File: src/rtl/int_ctrl.sv
// int_ctrl: four-line interrupt controller driving the datapath's one-hot
// interrupt-entry strobe. Requests are edge-latched, gated by a per-line mask
// and a global enable, and taken by fixed priority (bit 0 highest). The
// in-service line is tracked until the ISR signals return.
//
// Build option: define INT_CTRL_NEST_EN to let a higher-priority eligible
// line preempt the one in service. Left undefined, SERVICE is left only on
// reti and at most one in-service bit is ever set.
module int_ctrl #(
    parameter int NLINES = 4
) (
    input  logic              clk,
    input  logic              reset,
    input  logic [NLINES-1:0] irq,
    input  logic              mask_we,
    input  logic [NLINES-1:0] mask_in,
    input  logic              ei,
    input  logic              di,
    input  logic              reti,
    output logic [NLINES-1:0] ie,
    output logic [NLINES-1:0] isr,
    output logic [NLINES-1:0] pending,
    output logic              gie,
    output logic              busy
);

    localparam logic [NLINES-1:0] ZERO = {NLINES{1'b0}};
    localparam logic [NLINES-1:0] ONE  = {{(NLINES-1){1'b0}}, 1'b1};

    typedef enum logic [1:0] {
        ST_IDLE    = 2'd0,
        ST_TAKE    = 2'd1,
        ST_SERVICE = 2'd2
    } state_t;

    state_t            state_r;
    logic [NLINES-1:0] irq_q;
    logic [NLINES-1:0] mask_r;
    logic [NLINES-1:0] win_r;

    logic [NLINES-1:0] edge_s;
    logic [NLINES-1:0] elig_s;
    logic [NLINES-1:0] win_s;
    logic [NLINES-1:0] isr_top_s;
    logic [NLINES-1:0] clear_s;
    logic [NLINES-1:0] isr_next_s;
`ifdef INT_CTRL_NEST_EN
    logic              preempt_s;
`endif

    // Isolate the lowest set bit; lower index means higher priority, so this
    // is both the priority winner and the highest-priority in-service line.
    function automatic logic [NLINES-1:0] lowest_onehot(input logic [NLINES-1:0] v);
        lowest_onehot = v & (~v + ONE);
    endfunction

    // Edge detection, eligibility, priority pick and next in-service value.
    always_comb begin
        edge_s     = irq & ~irq_q;
        elig_s     = pending & mask_r & {NLINES{gie}};
        win_s      = lowest_onehot(elig_s);
        isr_top_s  = lowest_onehot(isr);
        isr_next_s = isr;
        if (state_r == ST_TAKE) begin
            clear_s = win_r;
        end else begin
            clear_s = ZERO;
        end
`ifdef INT_CTRL_NEST_EN
        // One-hot compare: a smaller value is a lower index, i.e. higher priority.
        preempt_s = (win_s != ZERO) && (win_s < isr_top_s);
`endif
        case (state_r)
            ST_TAKE: begin
                isr_next_s = isr | win_r;
            end
            ST_SERVICE: begin
                if (reti) begin
                    isr_next_s = isr & ~isr_top_s;
                end else begin
                    isr_next_s = isr;
                end
            end
            default: begin
                isr_next_s = isr;
            end
        endcase
    end

    // Previous irq sample for edge detection.
    always_ff @(posedge clk or posedge reset) begin
        if (reset) begin
            irq_q <= ZERO;
        end else begin
            irq_q <= irq;
        end
    end

    // Mask register; a write affects eligibility from the next cycle.
    always_ff @(posedge clk or posedge reset) begin
        if (reset) begin
            mask_r <= ZERO;
        end else if (mask_we) begin
            mask_r <= mask_in;
        end else begin
            mask_r <= mask_r;
        end
    end

    // Global enable; di has precedence over a simultaneous ei.
    always_ff @(posedge clk or posedge reset) begin
        if (reset) begin
            gie <= 1'b0;
        end else if (di) begin
            gie <= 1'b0;
        end else if (ei) begin
            gie <= 1'b1;
        end else begin
            gie <= gie;
        end
    end

    // Pending latch; a fresh edge survives a take-clear in the same cycle.
    always_ff @(posedge clk or posedge reset) begin
        if (reset) begin
            pending <= ZERO;
        end else begin
            pending <= (pending & ~clear_s) | edge_s;
        end
    end

    // Interrupt-entry FSM with registered take strobe and in-service state.
    always_ff @(posedge clk or posedge reset) begin
        if (reset) begin
            state_r <= ST_IDLE;
            win_r   <= ZERO;
            ie      <= ZERO;
            isr     <= ZERO;
            busy    <= 1'b0;
        end else begin
            isr  <= isr_next_s;
            busy <= |isr_next_s;
            case (state_r)
                ST_IDLE: begin
                    if (win_s != ZERO) begin
                        state_r <= ST_TAKE;
                        win_r   <= win_s;
                        ie      <= win_s;
                    end else begin
                        state_r <= ST_IDLE;
                        ie      <= ZERO;
                    end
                end
                ST_TAKE: begin
                    state_r <= ST_SERVICE;
                    ie      <= ZERO;
                end
                ST_SERVICE: begin
                    if (reti) begin
                        ie <= ZERO;
                        if (isr_next_s == ZERO) begin
                            state_r <= ST_IDLE;
                        end else begin
                            state_r <= ST_SERVICE;
                        end
`ifdef INT_CTRL_NEST_EN
                    end else if (preempt_s) begin
                        state_r <= ST_TAKE;
                        win_r   <= win_s;
                        ie      <= win_s;
`endif
                    end else begin
                        state_r <= ST_SERVICE;
                        ie      <= ZERO;
                    end
                end
                default: begin
                    state_r <= ST_IDLE;
                    ie      <= ZERO;
                end
            endcase
        end
    end

endmodule

File: config.mk
export PLATFORM = sky130hd
export DESIGN_NAME = int_ctrl
export DESIGN_NICKNAME = d
export VERILOG_FILES = /design/src/rtl/int_ctrl.sv
export SDC_FILE = /design/constraint.sdc
export NUM_CORES = 1
export LEC_CHECK = 0
export ABC_AREA = 1
export BUFFER_PORTS_ARGS = -buffer_cell sky130_fd_sc_hd__buf_2
export CORE_UTILIZATION = 48
export CTS_CLUSTER_DIAMETER = 40
export CTS_CLUSTER_SIZE = 24
export DETAILED_ROUTE_END_ITERATION = 10
export PLACE_DENSITY_LB_ADDON = 0.3
export SYNTH_ARGS = -nofsm -noshare
export SYNTH_HDL_FRONTEND = slang
export SYNTH_SLANG_ARGS = --single-unit
export TNS_END_PERCENT = 50
File: constraint.sdc
create_clock -name clk -period 4.2 [get_ports clk]
set_input_delay 0.42 -clock clk [delete_from_list [all_inputs] [get_ports clk]]
set_output_delay 0.42 -clock clk [all_outputs]
set_load 0.005 [all_outputs]
==> flow_summary.rst <==
.. list-table::
   :header-rows: 1

   * - Metric
     - Value
   * - TritonCTS Buffers
     - 3
   * - Clock input transition at the sequential cells of the worst setup and hold paths
     - 130 ps
   * - Number of cells on the worst hold path
     - 1
   * - Top_reg_cell synth
     - sky130_fd_sc_hd__dfrtp_1
   * - HPWL reported at the end of detailed placement
     - 1672 um
   * - Biggest cell delay along the critical path
     - 430 ps
   * - Root cell of the clock tree
     - sky130_fd_sc_hd__clkbuf_4
   * - DIE HEIGHT
     - 51.03 um
   * - Clk_lat worst skew
     - 320 ps
   * - Initial DRC count
     - 22
   * - Routed WL per cell
     - 11.90 um
   * - Post-synthesis average cell area
     - 9.456 um2
   * - Total overflow reported by the global router
     - 0
   * - Final worst-path cycle share
     - 38.74%
   * - Max-cap violation count
     - 0
   * - Number of nets with antenna violations after routing
     - 0
   * - Diode insertion count for antenna repair
     - 0
   * - Combined area of the multi-input logic cells
     - 374.1 um2
   * - Worst Max-Slew Pin Slew
     - 1017 ps
   * - Worst Clk Skew
     - 3.407 ps
   * - Peak fanout along the critical path
     - 4
   * - EDFF count, synth
     - 0
   * - Area leader, netlist
     - sky130_fd_sc_hd__dfrtp_1
   * - Pin count of the biggest net entering global routing
     - 29
   * - Number of distinct standard cells referenced by the synthesized netlist
     - 15
   * - Final routed DRC violation total
     - 0
   * - Highest routed metal layer
     - met4
   * - Top cell type's share of synthesized area
     - 60.74%
   * - Port Buf Inserts
     - 27
   * - Slowest library cell on the worst path
     - sky130_fd_sc_hd__dfrtp_1
   * - Routability cong.
     - 0.8033
   * - Total number of yosys warnings
     - 0
   * - Top post-synthesis cells by area
     - sky130_fd_sc_hd__dfrtp_1, sky130_fd_sc_hd__nand2_1, sky130_fd_sc_hd__inv_1, sky130_fd_sc_hd__nand3_1, sky130_fd_sc_hd__ha_1
   * - Area inside the core boundary
     - 2233 um2
   * - Synthesized flop and latch total
     - 28
   * - Post-synth design cell area
     - 1154 um2
   * - Final setup violation count
     - 0
   * - Peak supply drop
     - 376.8 uV
   * - Share of synthesized area occupied by flip-flops and latches
     - 60.74%
   * - CTS tree
     - yes
   * - Global-route total usage across every layer
     - 19.61%
   * - FILL cells
     - 206
   * - Switching power total
     - 0.0003030 W
   * - Die extent in x
     - 51.03 um
   * - Top-count cell post-synth
     - sky130_fd_sc_hd__nand2_1
   * - Met2 routed WL
     - 1021 um
   * - Post-layout nets
     - 171
   * - Pleak
     - 0.7764 nW
   * - Fmax achieved
     - 0.6145 GHz
   * - Cells traversed along the worst timing path
     - inv_1 > ha_1 > inv_2 > nor2_2 > nand2_1 > nand2_1 > nand2_1 > inv_2 > nand4_1 > nand2_1 > nand2_1
   * - Setup slack, reg-to-reg
     - 2570 ps
   * - Area of the die
     - 2604 um2
   * - Layout overhead on the synthesized area
     - 16.70%
   * - Proportion of power drawn by flip-flops and latches
     - 49.5%
   * - I/O Pins
     - 28
   * - Via density
     - 5.044
   * - Crit path time final
     - 1627 ps
   * - Amount of wire on met3 after detailed routing
     - 95 um
   * - Status
     - finished, final reports clean
   * - Switching power as a share of total power
     - 38.09%
   * - Post CTS Setup Buffer Count
     - 0
   * - Standard-cell row count
     - 17
   * - Total power density per cell area
     - 590.9 nW/um2
   * - Number of hold buffers added after cts
     - 0
   * - Sum of negative setup slack
     - 0 ps
   * - Via count of the first global-routing pass
     - 880
   * - Part of the total power dissipated in combinational logic
     - 37.2%
   * - Synth Net Count
     - 139
   * - Setup repair after global routing missed its margin
     - no
   * - Drt total wl
     - 2142 um
   * - HP Class
     - in2reg
   * - Ratio of cells with drive above 1 in the final layout
     - 24.34%
   * - Critical R2R Capture
     - state_r[1]
   * - Critical path type
     - reg2reg
   * - Worst R2R Path Depth
     - 11
   * - Post-route met1 wirelength
     - 938 um
   * - Hold slack final
     - 207.8 ps
   * - Worst Min Path Start
     - irq[3]
   * - Critical R2R Launch
     - state_r[0]
   * - Post-cts sizing count
     - 0
   * - Critical path startpoint category
     - flop
   * - Maximum level of the CTS H-tree
     - 1
   * - Top cells by instance count after synthesis
     - sky130_fd_sc_hd__nand2_1, sky130_fd_sc_hd__dfrtp_1, sky130_fd_sc_hd__inv_1
   * - Required time of the critical path
     - 4430 ps
   * - Final-report max-slew violation count
     - 0
   * - Critical path capture point type
     - flop
   * - Post-synthesis async set-or-reset flop share
     - 100.0%
   * - First-pass GRT wire length
     - 3684 um
   * - Combined flip-flop and latch cell area
     - 700.7 um2
   * - Clock network fraction of design power
     - 13.3%
   * - Terminating pin of the worst hold path
     - irq_q[3]
   * - Drt pass-1 iters
     - 4
   * - Sinks on the clock net
     - 28
   * - Clock Path Buffers
     - 2
   * - Total via count in the routed design
     - 908
   * - Synthesized netlist cell count
     - 122
   * - Data arrival time at the worst-slack endpoint
     - 1860 ps
   * - Initial cell density of the core
     - 51.65%
   * - Relative slew slack
     - 32.12%
   * - Cell repeated most along the worst path
     - sky130_fd_sc_hd__nand2_1
   * - Int Pwr
     - 0.0004925 W
   * - Initial antenna violation count
     - 0
   * - Hold violation total from the final report
     - 0
[stage by stage]
stage / util (%) / total power, W / cells / cell area, um2 / setup WS [ps]
after floorplan: - / 0.0005928 / 122 / 1154 / 2759
after global placement: 59.27 / 0.0006758 / 177 / 1324 / 2708
after detailed placement: 59.27 / 0.0006946 / 177 / 1324 / 2619
after CTS: 60.28 / 0.0008004 / 180 / 1346 / 2592
after global routing: 60.28 / 0.0008654 / 180 / 1346 / 2398
final: 60.28 / 0.0007955 / 180 / 1346 / 2573
[layer usage]
metal,vias to the layer above,GRT usage [%]
met2,33,32.24
met3,17,2.976
met4,0,12.04
met5,-,0
met1,417,24.16
li1,441,-
[power groups by stage]
stage / registers (W) / clock network (W) / logic (W)
finish: 0.000393 / 0.000106 / 0.000296
global route: 0.000403 / 0.000121 / 0.000341
CTS: 0.000394 / 0.000110 / 0.000296
detailed placement: 0.000400 / 0 / 0.000295
global placement: 0.000395 / 0 / 0.000281
floorplan: 0.000393 / 0 / 0.000200
[flip-flops by register name, indices dropped and copies added, names as in the netlist]
signal / cells
busy: 1
gie: 1
ie: 4
irq_q: 4
isr: 4
mask_r: 4
pending: 4
state_r: 2
win_r: 4
[cell families (layout without fill, tap and decap cells)]
family	Yosys count	count (layout)	synth area share [%]
simple gates	55	55	20.28
flops	28	28	60.74
compound gates	12	12	5.965
buf+inv	21	51	6.832
fa+ha+maj	3	3	3.254
mux	3	3	2.928
[worst max-delay path, delay by kind of cell, from the launching register on]
kind	cells	cell delay [ps]
and+or+nand+nor	7	590
DFF	1	430
adders and majority gates	1	330
buffers and inverters	3	200
[cell usage in the layout (no fill, tap or decap)]
cell,instances
sky130_fd_sc_hd__buf_2,27
sky130_fd_sc_hd__clkbuf_4,3
sky130_fd_sc_hd__dfrtp_1,28
sky130_fd_sc_hd__ha_1,3
sky130_fd_sc_hd__inv_1,18
sky130_fd_sc_hd__inv_2,3
sky130_fd_sc_hd__mux2_1,3
sky130_fd_sc_hd__nand2_1,34
sky130_fd_sc_hd__nand3_1,9
sky130_fd_sc_hd__nand3_2,1
sky130_fd_sc_hd__nand4_1,2
sky130_fd_sc_hd__nor2_1,7
sky130_fd_sc_hd__nor2_2,2
sky130_fd_sc_hd__o21ai_0,2
sky130_fd_sc_hd__o21ai_1,7
sky130_fd_sc_hd__o21ai_2,1
sky130_fd_sc_hd__o21bai_1,2
[layout make-up]
class                      count  share of cell area [%]
sequential                    28                   52.04
multi-input combinational     73                   27.79
timing repair buffer          27                   10.04
inverter                      21                   5.855
tap                           28                   2.602
clock buffer                   3                   1.673
[worst max-delay path by stage]
stage	end	slack (ps)	start
after floorplan	state_r[1]	2760	state_r[0]
after global placement	state_r[1]	2710	state_r[0]
after detailed placement	state_r[1]	2620	state_r[0]
after CTS	state_r[1]	2590	state_r[0]
after global routing	state_r[1]	2400	state_r[0]
final	state_r[1]	2570	state_r[0]
(Power assumes the default switching activity.)
